`src/rtl/axi4_arb_pkg.sv`:
```
// Shared types and constants for the AXI4 read-channel arbiter.
// Optional feature macro: AXI4_ARB_STATS_EN (per-master grant counters).
package axi4_arb_pkg;

   localparam int unsigned NUM_MASTERS = 2;

   localparam logic [1:0] RESP_OKAY   = 2'b00;
   localparam logic [1:0] RESP_SLVERR = 2'b10;

   localparam int unsigned CNT_WIDTH = 16;

   typedef enum logic [1:0] {
      IDLE = 2'd0,
      ADDR = 2'd1,
      DATA = 2'd2
   } arb_state_e;

   // Saturating increment: holds at all-ones instead of wrapping.
   function automatic logic [CNT_WIDTH-1:0] sat_inc16(input logic [CNT_WIDTH-1:0] val);
      logic [CNT_WIDTH-1:0] res;
      if (val == {CNT_WIDTH{1'b1}}) begin
         res = val;
      end else begin
         res = val + {{(CNT_WIDTH-1){1'b0}}, 1'b1};
      end
      return res;
   endfunction

endpackage

```
`src/rtl/axi4_rr_arbiter.sv`:
```
// Two-requester round-robin pick. Purely combinational; the caller owns
// the last_grant history so the same pick can serve read and write arbiters.
module axi4_rr_arbiter
   import axi4_arb_pkg::*;
(
   input  logic [1:0] req_i,
   input  logic       last_grant_i,
   output logic       grant_o,
   output logic       valid_o
);

   // Lone requester wins; on a tie the master that was not served last wins.
   always_comb begin
      valid_o = |req_i;
      grant_o = 1'b0;
      case (req_i)
         2'b01:   grant_o = 1'b0;
         2'b10:   grant_o = 1'b1;
         2'b11:   grant_o = ~last_grant_i;
         default: grant_o = 1'b0;
      endcase
   end

endmodule

```
`src/rtl/axi4_read_arbiter.sv`:
```
// Two-master, one-slave AXI4 read-channel arbiter. One burst in flight at a
// time; AR is forwarded in ADDR, R beats are routed to the granted master in
// DATA until the RLAST handshake. All outputs are muxes of registered state
// and pass-through inputs, so the R path has zero latency.
// Optional feature macro: AXI4_ARB_STATS_EN adds saturating per-master
// AR-handshake counters on output grant_cnt.
module axi4_read_arbiter
   import axi4_arb_pkg::*;
#(
   parameter int unsigned DATA_WIDTH = 32,
   parameter int unsigned ADDR_WIDTH = 16
) (
   input  logic                    ACLK,
   input  logic                    ARESET,
   input  logic [2*ADDR_WIDTH-1:0] m_araddr,
   input  logic [15:0]             m_arlen,
   input  logic [5:0]              m_arsize,
   input  logic [1:0]              m_arvalid,
   output logic [1:0]              m_arready,
   output logic [2*DATA_WIDTH-1:0] m_rdata,
   output logic [3:0]              m_rresp,
   output logic [1:0]              m_rvalid,
   output logic [1:0]              m_rlast,
   input  logic [1:0]              m_rready,
   output logic [ADDR_WIDTH-1:0]   s_araddr,
   output logic [7:0]              s_arlen,
   output logic [2:0]              s_arsize,
   output logic                    s_arvalid,
   input  logic                    s_arready,
   input  logic [DATA_WIDTH-1:0]   s_rdata,
   input  logic [1:0]              s_rresp,
   input  logic                    s_rvalid,
   input  logic                    s_rlast,
   output logic                    s_rready
`ifdef AXI4_ARB_STATS_EN
   ,
   output logic [2*CNT_WIDTH-1:0]  grant_cnt
`endif
);

   arb_state_e state_q, state_d;
   logic       grant_q, grant_d;
   logic       last_grant_q, last_grant_d;
   logic       arb_grant_s;
   logic       arb_valid_s;
   logic       ar_hs_s;
   logic       r_last_hs_s;

   axi4_rr_arbiter u_rr (
      .req_i        (m_arvalid),
      .last_grant_i (last_grant_q),
      .grant_o      (arb_grant_s),
      .valid_o      (arb_valid_s)
   );

   // Handshake qualifiers used by both the FSM and the optional counters.
   assign ar_hs_s     = (state_q == ADDR) && m_arvalid[grant_q] && s_arready;
   assign r_last_hs_s = (state_q == DATA) && s_rvalid && m_rready[grant_q] && s_rlast;

   // State, grant and fairness history registers; last_grant resets to 1 so master 0 wins the first tie.
   always_ff @(posedge ACLK or posedge ARESET) begin
      if (ARESET) begin
         state_q      <= IDLE;
         grant_q      <= 1'b0;
         last_grant_q <= 1'b1;
      end else begin
         state_q      <= state_d;
         grant_q      <= grant_d;
         last_grant_q <= last_grant_d;
      end
   end

   // Next-state logic: arbitrate in IDLE, wait for AR handshake in ADDR, wait for RLAST in DATA.
   always_comb begin
      state_d      = state_q;
      grant_d      = grant_q;
      last_grant_d = last_grant_q;
      case (state_q)
         IDLE: begin
            if (arb_valid_s) begin
               grant_d = arb_grant_s;
               state_d = ADDR;
            end else begin
               state_d = IDLE;
            end
         end
         ADDR: begin
            // A master withdrawing arvalid is a protocol violation; drop the grant without
            // touching last_grant so fairness history is not disturbed.
            if (!m_arvalid[grant_q]) begin
               state_d = IDLE;
            end else if (s_arready) begin
               state_d = DATA;
            end else begin
               state_d = ADDR;
            end
         end
         DATA: begin
            if (r_last_hs_s) begin
               last_grant_d = grant_q;
               state_d      = IDLE;
            end else begin
               state_d = DATA;
            end
         end
         default: begin
            state_d = IDLE;
         end
      endcase
   end

   // Output muxes: everything idles at zero, ADDR exposes the granted AR, DATA routes R to the granted master.
   always_comb begin
      s_araddr  = {ADDR_WIDTH{1'b0}};
      s_arlen   = 8'd0;
      s_arsize  = 3'd0;
      s_arvalid = 1'b0;
      m_arready = 2'b00;
      m_rdata   = {(2*DATA_WIDTH){1'b0}};
      m_rresp   = 4'd0;
      m_rvalid  = 2'b00;
      m_rlast   = 2'b00;
      s_rready  = 1'b0;
      case (state_q)
         IDLE: begin
            s_arvalid = 1'b0;
         end
         ADDR: begin
            s_araddr           = grant_q ? m_araddr[2*ADDR_WIDTH-1:ADDR_WIDTH] : m_araddr[ADDR_WIDTH-1:0];
            s_arlen            = grant_q ? m_arlen[15:8] : m_arlen[7:0];
            s_arsize           = grant_q ? m_arsize[5:3] : m_arsize[2:0];
            s_arvalid          = m_arvalid[grant_q];
            m_arready[grant_q] = s_arready;
         end
         DATA: begin
            s_rready          = m_rready[grant_q];
            m_rvalid[grant_q] = s_rvalid;
            m_rlast[grant_q]  = s_rlast;
            m_rdata           = grant_q ? {s_rdata, {DATA_WIDTH{1'b0}}} : {{DATA_WIDTH{1'b0}}, s_rdata};
            m_rresp           = grant_q ? {s_rresp, 2'b00} : {2'b00, s_rresp};
         end
         default: begin
            s_arvalid = 1'b0;
         end
      endcase
   end

`ifdef AXI4_ARB_STATS_EN
   logic [1:0][CNT_WIDTH-1:0] cnt_q, cnt_d;

   // Count completed AR handshakes per master, saturating at all-ones.
   always_comb begin
      cnt_d = cnt_q;
      if (ar_hs_s) begin
         cnt_d[grant_q] = sat_inc16(cnt_q[grant_q]);
      end else begin
         cnt_d = cnt_q;
      end
   end

   // Counter registers, cleared with the rest of the block.
   always_ff @(posedge ACLK or posedge ARESET) begin
      if (ARESET) begin
         cnt_q <= {(2*CNT_WIDTH){1'b0}};
      end else begin
         cnt_q <= cnt_d;
      end
   end

   assign grant_cnt = cnt_q;
`endif

endmodule

```
`config.mk`:
```
export PLATFORM = sky130hd
export DESIGN_NAME = axi4_read_arbiter
export DESIGN_NICKNAME = d
export VERILOG_FILES = /design/src/rtl/axi4_arb_pkg.sv /design/src/rtl/axi4_rr_arbiter.sv /design/src/rtl/axi4_read_arbiter.sv
export SDC_FILE = /design/constraint.sdc
export NUM_CORES = 1
export LEC_CHECK = 0
export CELL_PAD_IN_SITES_DETAIL_PLACEMENT = 1
export CELL_PAD_IN_SITES_GLOBAL_PLACEMENT = 2
export CORE_ASPECT_RATIO = 0.5
export CORE_MARGIN = 2
export CORE_UTILIZATION = 10
export CTS_CLUSTER_DIAMETER = 100
export CTS_CLUSTER_SIZE = 12
export DETAILED_ROUTE_END_ITERATION = 10
export GPL_TIMING_DRIVEN = 0
export PLACE_DENSITY = 0.95
export SYNTH_ARGS = -nofsm -noshare
export SYNTH_HDL_FRONTEND = slang
export SYNTH_SLANG_ARGS = --single-unit
```
`constraint.sdc`:
```
create_clock -name ACLK -period 1.9 [get_ports ACLK]
set_input_delay 0.19 -clock ACLK [delete_from_list [all_inputs] [get_ports ACLK]]
set_output_delay 0.19 -clock ACLK [all_outputs]
set_load 0.02 [all_outputs]
```
# [Word-level counts from Yosys, hierarchy flattened]
# Index checks and enable logic that the tools add are counted.
[totals] register_bits=4 in_bits=97 out_inout_bits=103 wordCells=48
[op_classes] magnitude_cmp=2 eq_ne=4 mux=27 n_bitwise=4 n_reduce_logical=8
[op_table] op="$mux W64" count=2
[op_table] op="$mux W16" count=2
[op_table] op="$mux W8" count=2
[op_table] op="$mux W2" count=6
[op_table] op="$mux W1" count=8
[op_table] op="$mux W4" count=2
[op_table] op="$and A2 B2 Y2" count=3
[op_table] op="$eq A2 B2 Y1 const B" count=3
[op_table] op="$mux W3" count=2
[op_table] op="$pmux W2 S3" count=1
[op_table] op="$logic_and A1 B1 Y1" count=4
[op_table] op="$reduce_and A2 Y1" count=2
[op_table] op="$eq A2 B1 Y1 const B" count=1
[op_table] op="$logic_not A2 Y1" count=1
[op_table] op="$lt A1 B2 Y1 const B" count=1
[op_table] op="$pmux W1 S2" count=1
[op_table] op="$reduce_or A2 Y1" count=1
[op_table] op="$demux W1 S1" count=1
[op_table] op="$ge A1 B1 Y1 const B" count=1
[op_table] op="$not A1 Y1" count=1

# [Depth between registers and ports, before layout]
# Gate-level depths: netlist (run 1).
[logic_depth] ltp_word=6 ltp_mapped=5 depth_no_buf=3

# [Hierarchy]
# A second synthesis (run 1) with hierarchy kept.
[hier_totals] hier_cells=168 hier_area_um2=1172.4
[by_module_without_submodules] module="axi4_read_arbiter" n_inst=1 cells_per_inst=166 area_each_um2=1158.6
[by_module_without_submodules] module="axi4_rr_arbiter" n_inst=1 cells_per_inst=2 area_each_um2=13.8

# [Least setup slack after synthesis (run 1)]
# OpenSTA, ideal clock, no wires.
[synth_timing] path_kind="reg2out" startpoint="register state_q[1]" endpoint="output port s_araddr[10]" arrival_ps=1184 t_required_ps=1710 setup_slack_ps=526 path_stages_with_launch=5 cell_sequence="dfrtp_1 -> nand2b_1 -> buf_2 -> buf_2 -> nor2_1"
[synth_between] elab_chain_cells=2
[synth_lines] item="start, declared" line_no="axi4_read_arbiter.sv:41" source="arb_state_e state_q, state_d;"
[synth_lines] item="start signal, assigned" line_no="axi4_read_arbiter.sv:67" source="state_q <= state_d;"
[synth_lines] item="$eq A2 B1 Y1" line_no="axi4_read_arbiter.sv:124" source="case (state_q)"
[synth_lines] item="$mux W16" line_no="axi4_read_arbiter.sv:124"
[synth_lines] item="end, declared" line_no="axi4_read_arbiter.sv:25" source="output logic [ADDR_WIDTH-1:0] s_araddr,"
# Every way passes these cells.

# [Final worst setup path (run 1)]
[layout_timing] startpoint="register state_q[0]" endpoint="output port m_rresp[3]"
[layout_between] elab_chain_cells=2
[layout_lines] item="$eq A2 B2 Y1" line_no="axi4_read_arbiter.sv:124"
[layout_lines] item="$mux W4" line_no="axi4_read_arbiter.sv:124"
[layout_lines] item="end, declared" line_no="axi4_read_arbiter.sv:21" source="output logic [3:0] m_rresp,"
# Every way passes these cells.

==> results of run 1 <==
[layout by cell type (no fill, tap or decap)]
cell type and n:
nand2b_1 1, buf_2 57, inv_1 2, o22a_1 1, mux2_1 1, dfrtp_1 3, dlygate4sd2_1 21, nand2b_4 1
clkbuf_16 3, mux2i_1 29, dfstp_2 1, clkbuf_2 19, a32o_1 1, dlymetal6s2s_1 1, clkdlybuf4s15_1 3, clkdlybuf4s15_2 5
clkbuf_1 1, clkbuf_4 4, nor2_4 3, buf_8 3, clkdlybuf4s50_1 96, nor2_1 34, nor3_2 1, nand3b_1 1
o22ai_1 1, and2_1 72, buf_4 12, nand2_1 3
[sequential cells by signal, indices dropped and copies added (netlist names)]
| signal | flops |
|---|---|
| grant_q | 1 |
| last_grant_q | 1 |
| state_q | 2 |
[report_power, final]
group	internal [mW]	leakage (nW)	switching, mW
logic	1.09	1.60	1.44
clock network	0.278	0.0382	0.0663
registers	0.131	0.0470	0.0330
[cell type report]
type	instances	area, sq um	share of cell area (%)
buffer	13	113	3.58
multi-input combinational	149	987	31.4
inverter	2	7.51	0.239
tap	145	181	5.77
sequential	4	101	3.22
timing repair buffer	208	1680	53.3
clock buffer	4	78.8	2.51
[cells by family after synthesis]
kind of cell | after synthesis | share of synthesized area (%)
simple gates | 115 | 56.2
mux | 30 | 26.3
compound gates | 3 | 2.18
flops | 4 | 8.84
buf+inv | 15 | 6.44
[critical path: stages (launching register included)]
cell,delay [ps]
dfrtp_1,390
nand2b_4,160
buf_4,160
nor2_4,170
buf_4,140
and2_1,110
clkdlybuf4s15_1,290
[per-layer routing]
metal | vias up | GRT usage, %
li1 | 955 | -
met1 | 900 | 11.3
met2 | 58 | 23.7
met3 | 6 | 0.706
met4 | 0 | 3.12
met5 | - | 0
[per-stage QoR]
step           setup slack (ps)  instance area (sq um)  hold WS (ps)  utilization (%)
2_1_floorplan               526                   1150         -44.6                -
3_3_place_gp               -268                   3320           388             30.0
3_5_place_dp               -297                   3320           397             30.0
4_1_cts                   -83.2                   3370           155             30.4
5_1_grt                   -12.9                   3150           167             28.4
6_report                   45.4                   3150           152             28.4
[worst min-delay path by stage]
| stage | from | to | slack (ps) | cells after the start |
|---|---|---|---|---|
| floorplan | ARESET | grant_q | -40 | 1 |
| global placement | ARESET | grant_q | 390 | 2 |
| detailed placement | ARESET | grant_q | 400 | 2 |
| CTS | ARESET | grant_q | 160 | 2 |
| global route | ARESET | grant_q | 170 | 2 |
| finish | ARESET | grant_q | 150 | 2 |
[timing repair]
action,in CTS,in global routing
gates resized for setup,259,76
buffers inserted,6,3
endpoints found under the setup margin,101,59
cloned,1,0
pin swaps,2,2
==> impl_results.md, run 1 <==
- Post-synthesis async set-or-reset flop share: 100%
- Status: finished, final reports clean
- Slew headroom: 78.4%
- CP Max Fanout: 4
- Setup tns final: 0 ps
- Layout cell share with drive strength beyond 1: 28.7%
- Die Span X: 155 um
- Synth warnings: 0
- R2R cell count: 5
- DR WL met3: 248 um
- Worst r2r src: state_q[0]
- Number of diodes: 0
- Number of DRC markers in iteration 0: 38
- Number of global-route vias before repair: 2001
- Post-CTS Hold Buffers: 0
- Yosys top cell area share: 39.3%
- Mean Syn Cell Area: 6.86 sq um
- Worst-Skew Late Latency: 230 ps
- CTS Root Cell: clkbuf_16
- Total wire length after detailed routing: 7010 um
- Sequential element share of the synthesized area: 8.84%
- Pwr dens: 965 mW/mm^2
- WS Path Type: reg2out
- Netlist cell types: 21
- Buffer levels on the longest clock path: 2
- Largest net degree at the start of global routing: 11
- DRT met1 WL: 2650 um
- Capturing point of the worst reg2reg path: last_grant_q
- # H-tree levels: 1
- Power Total: 3.03 mW
- Final slew viol count: 0
- Worst Tran Pin Value: 324 ps
- Overall Global Routing Usage: 11.0%
- Via density: 3.66
- Via count: 1919
- Max-Cap Viols: 0
- Die footprint: 0.0124 sq mm
- RSZ-0062 raised after global routing: yes
- Hold Path Class: in2async
- CP endpoint: m_rresp[3]
- First-pass GRT wire length: 10700 um
- Ranking of synthesized cells by area: and2_1 (39%), mux2i_1 (25%), nor2_1 (11%)
- Total CTS buffers: 3
- Die height: 79.7 um
- Crit path capture type: output port
- CTS tree: built
- FILL cells: 1370
- Synthesized area: 0.00115 sq mm
- Number of cells after detailed placement: 511
- Port Buffer Count: 199
- Top-count cell post-synth: and2_1
- Met2 WL post-DR: 4020 um
- Antenna violations before repair: 0
- Fin cells: 525
- Mapped Nets: 264
- Number of synthesized flops with an enable pin: 0
- Clock Skew: 2.02 ps
- Drt first pass iters: 4
- Final Critical Period: 1850 ps
- Cell taking the most area after synthesis: and2_1
- Worst-path clk slew: 30 ps
- Leakage power: 1.68 nW
- Fin crit share: 97.6%
- Row cnt: 27
- Synth Instances: 167
- DRC: 0
- CP startpoint: state_q[0]
- Core Area: 0.0111 sq mm
- Endpoints failing hold: 0
- Nets@finish: 478
- #FFs+latches synth: 4
- Crit path DAT: 1660 ps
- Initial core utilization: 10.3%
- Routed Antenna Nets: 0
- Clk sink count: 4
- Post-DR wirelength/cell: 13.4 um
- Final setup violation count: 0
- Top layer in use: met4
- Critical path required time: 1710 ps
- Post-synth top flop: dfrtp_1
- HPWL after detailed placement: 5900 um
- CP Launch Type: flip-flop
- Gr ovfl total: 0
- Synth cell count leaders: and2_1 (72), nor2_1 (34), mux2i_1 (29)
- R2R setup slack: 430 ps
- Maximum VDD drop: 0.000282 V
- Syn-to-layout area delta: 174%
- Gp weighted congestion: 0.707
- I/O pin cnt: 200
- Fmax: 539 MHz
(Power assumes the default switching activity.)
==> run 2, diff against run 1 <==
--- a/config.mk
+++ b/config.mk
@@ -10,10 +10,12 @@
 export CORE_ASPECT_RATIO = 0.5
 export CORE_MARGIN = 2
 export CORE_UTILIZATION = 10
+export CTS_BUF_LIST = sky130_fd_sc_hd__clkbuf_16
 export CTS_CLUSTER_DIAMETER = 100
 export CTS_CLUSTER_SIZE = 12
 export DETAILED_ROUTE_END_ITERATION = 10
 export GPL_TIMING_DRIVEN = 0
+export HOLD_SLACK_MARGIN = 0.08
 export PLACE_DENSITY = 0.95
 export SYNTH_ARGS = -nofsm -noshare
 export SYNTH_HDL_FRONTEND = slang
==> run 2 against run 1 <==
  * Via count is the same
  * Global-route usage is the same
  * Sequential cell count did not move
  * Maximum frequency is the same
  * Utilization did not move
  * Non-clock buffer count unchanged
  * Wire length unchanged
  * Final cell count is the same
  * Final area is the same
  * First-iteration DRC count unchanged
  * Register-to-register slack barely moved
  * Critical path type unchanged
  * Critical endpoint unchanged
  * Highest routed layer unchanged
==> impl_results.md, run 2 (synthesis gave the netlist of run 1 again) <==
- Seq pwr share: 5.4%
- Port Buffer Count: 199
- # H-tree levels: 1
- Number of DRC markers in iteration 0: 38
- CTS Root Cell: clkbuf_16
- Final slew viol count: 0
- CP Max Fanout: 4
- Layout cell share with drive strength beyond 1: 28.7%
- RSZ-0062 raised after global routing: yes
- Worst Tran Pin Value: 324 ps
- Routed Antenna Nets: 0
- Commonest non-fill, non-tap cells in the layout: clkdlybuf4s50_1 (96), and2_1 (72), buf_2 (57)
- Post-DR wirelength/cell: 13.4 um
- Die Span X: 155 um
- Final Util: 28.4%
- Row cnt: 27
- First-pass GRT wire length: 10700 um
- Final Critical Period: 1850 ps
- Status: finished, final reports clean
- Max-Cap Viols: 0
- Number of global-route vias before repair: 2001
- Commonest non-fill, non-tap cell in the layout: clkdlybuf4s50_1
- Die height: 79.7 um
- Total wire length after detailed routing: 7010 um
- Clk sink count: 4
- Biggest regs: state_q: 2 flops, grant_q: 1 flops, last_grant_q: 1 flops
- Setup tns final: 0 ps
- Fmax: 539 MHz
- Maximum VDD drop: 0.000282 V
- Antenna violations before repair: 0
- Slew headroom: 78.4%
- Sw Share: 50.9%
- Biggest register: state_q
- Clock Skew: 2.22 ps
- Endpoints failing hold: 0
- Gp weighted congestion: 0.707
- Sequential cell area: 101 sq um
- Fin crit share: 97.6%
- Nets@finish: 478
- DRC: 0
- Worst hold slack: 151 ps
- Crit path DAT: 1660 ps
- Comb pwr share: 83.4%
- Via count: 1919
- WS Path Type: reg2out
- Total CTS buffers: 3
- CP Launch Type: flip-flop
- Design area: 0.00315 sq mm
- Pwr dens: 963 mW/mm^2
- Initial core utilization: 10.3%
- Core Area: 0.0111 sq mm
- Hold Path Class: in2async
- Gr ovfl total: 0
- Power Total: 3.03 mW
- Sw power: 1.54 mW
- FILL cells: 1370
- Buffer levels on the longest clock path: 2
- CTS tree: built
- I/O pin cnt: 200
- Final setup violation count: 0
- Drt first pass iters: 4
- Worst-Skew Late Latency: 230 ps
- Via density: 3.66
- Number of diodes: 0
- HPWL after detailed placement: 5900 um
- Multi-input logic area: 987 sq um
- R2R cell count: 5
- Power Internal: 1.49 mW
- Critical path required time: 1710 ps
- Leakage power: 1.69 nW
- Clock network power share: 11.2%
- Crit path capture type: output port
- Syn-to-layout area delta: 174%
- Placed inst area: 0.00332 sq mm
- Post-CTS Hold Buffers: 0
- Die footprint: 0.0124 sq mm
- Largest net degree at the start of global routing: 11
- Max reg flops: 2
- Worst-path clk slew: 30 ps
- Overall Global Routing Usage: 11.0%
==> run 2: cell count changes in the layout (fill, tap and decap cells not counted) <==
| cell | before | now |
|---|---|---|
| clkbuf_1 | 1 | 0 |
| inv_1 | 2 | 3 |
==> run 2: routing by layer <==
layer	global-route usage [%]	vias to the layer above	part of all wire [%]
li1	-	955	-
met1	11.3	900	38
met2	23.7	58	57
met3	0.706	6	3.5
met4	3.12	0	1.2
met5	0	-	0
==> run 2: worst max-delay path: stages (launching register included) <==
cell	delay (ps)
dfrtp_1	390
nand2b_4	160
buf_4	160
nor2_4	170
buf_4	140
and2_1	110
clkdlybuf4s15_1	290
==> run 2: final timing paths <==
path,slack (ps),from,to
worst max-delay path,50,state_q[0],m_rresp[3]
worst min-delay path,150,ARESET,grant_q
worst max register to register,430,state_q[0],last_grant_q
worst min register to register,550,state_q[1],state_q[0]
max in group asynchronous,1520,ARESET,last_grant_q
min in group ACLK,550,state_q[1],state_q[0]
==> run 2: per-stage QoR <==
stage	worst slack, ps	cells
after global routing	-12.9	525
final	45.4	525
after floorplan	526	167
after global placement	-268	511
after detailed placement	-297	511
after CTS	-83.2	522
==> run 2: power groups by stage <==
stage | registers [mW] | clock network (mW) | logic (mW)
4_1_cts | 0.165 | 0.344 | 2.61
3_3_place_gp | 0.164 | 0 | 2.76
5_1_grt | 0.168 | 0.354 | 2.73
6_report | 0.164 | 0.339 | 2.53
3_5_place_dp | 0.166 | 0 | 2.78
2_1_floorplan | 0.158 | 0 | 1.48
==> run 2: layout make-up <==
class | count | share of cell area [%]
plain buffers | 13 | 3.58
well taps | 145 | 5.77
clock buffers | 3 | 2.39
flip-flops and latches | 4 | 3.22
repair buffers | 208 | 53.3
clock inverters | 1 | 0.119
multi-input cells | 149 | 31.4
inverters | 2 | 0.239
==> run 2: timing repair <==
action | 4_1_cts | 5_1_grt
pin swaps | 2 | 2
resized for setup | 259 | 76
buffers inserted | 6 | 3
endpoints found under the hold margin | 0 | 0
gates cloned | 1 | 0
endpoints found under the setup margin | 101 | 59
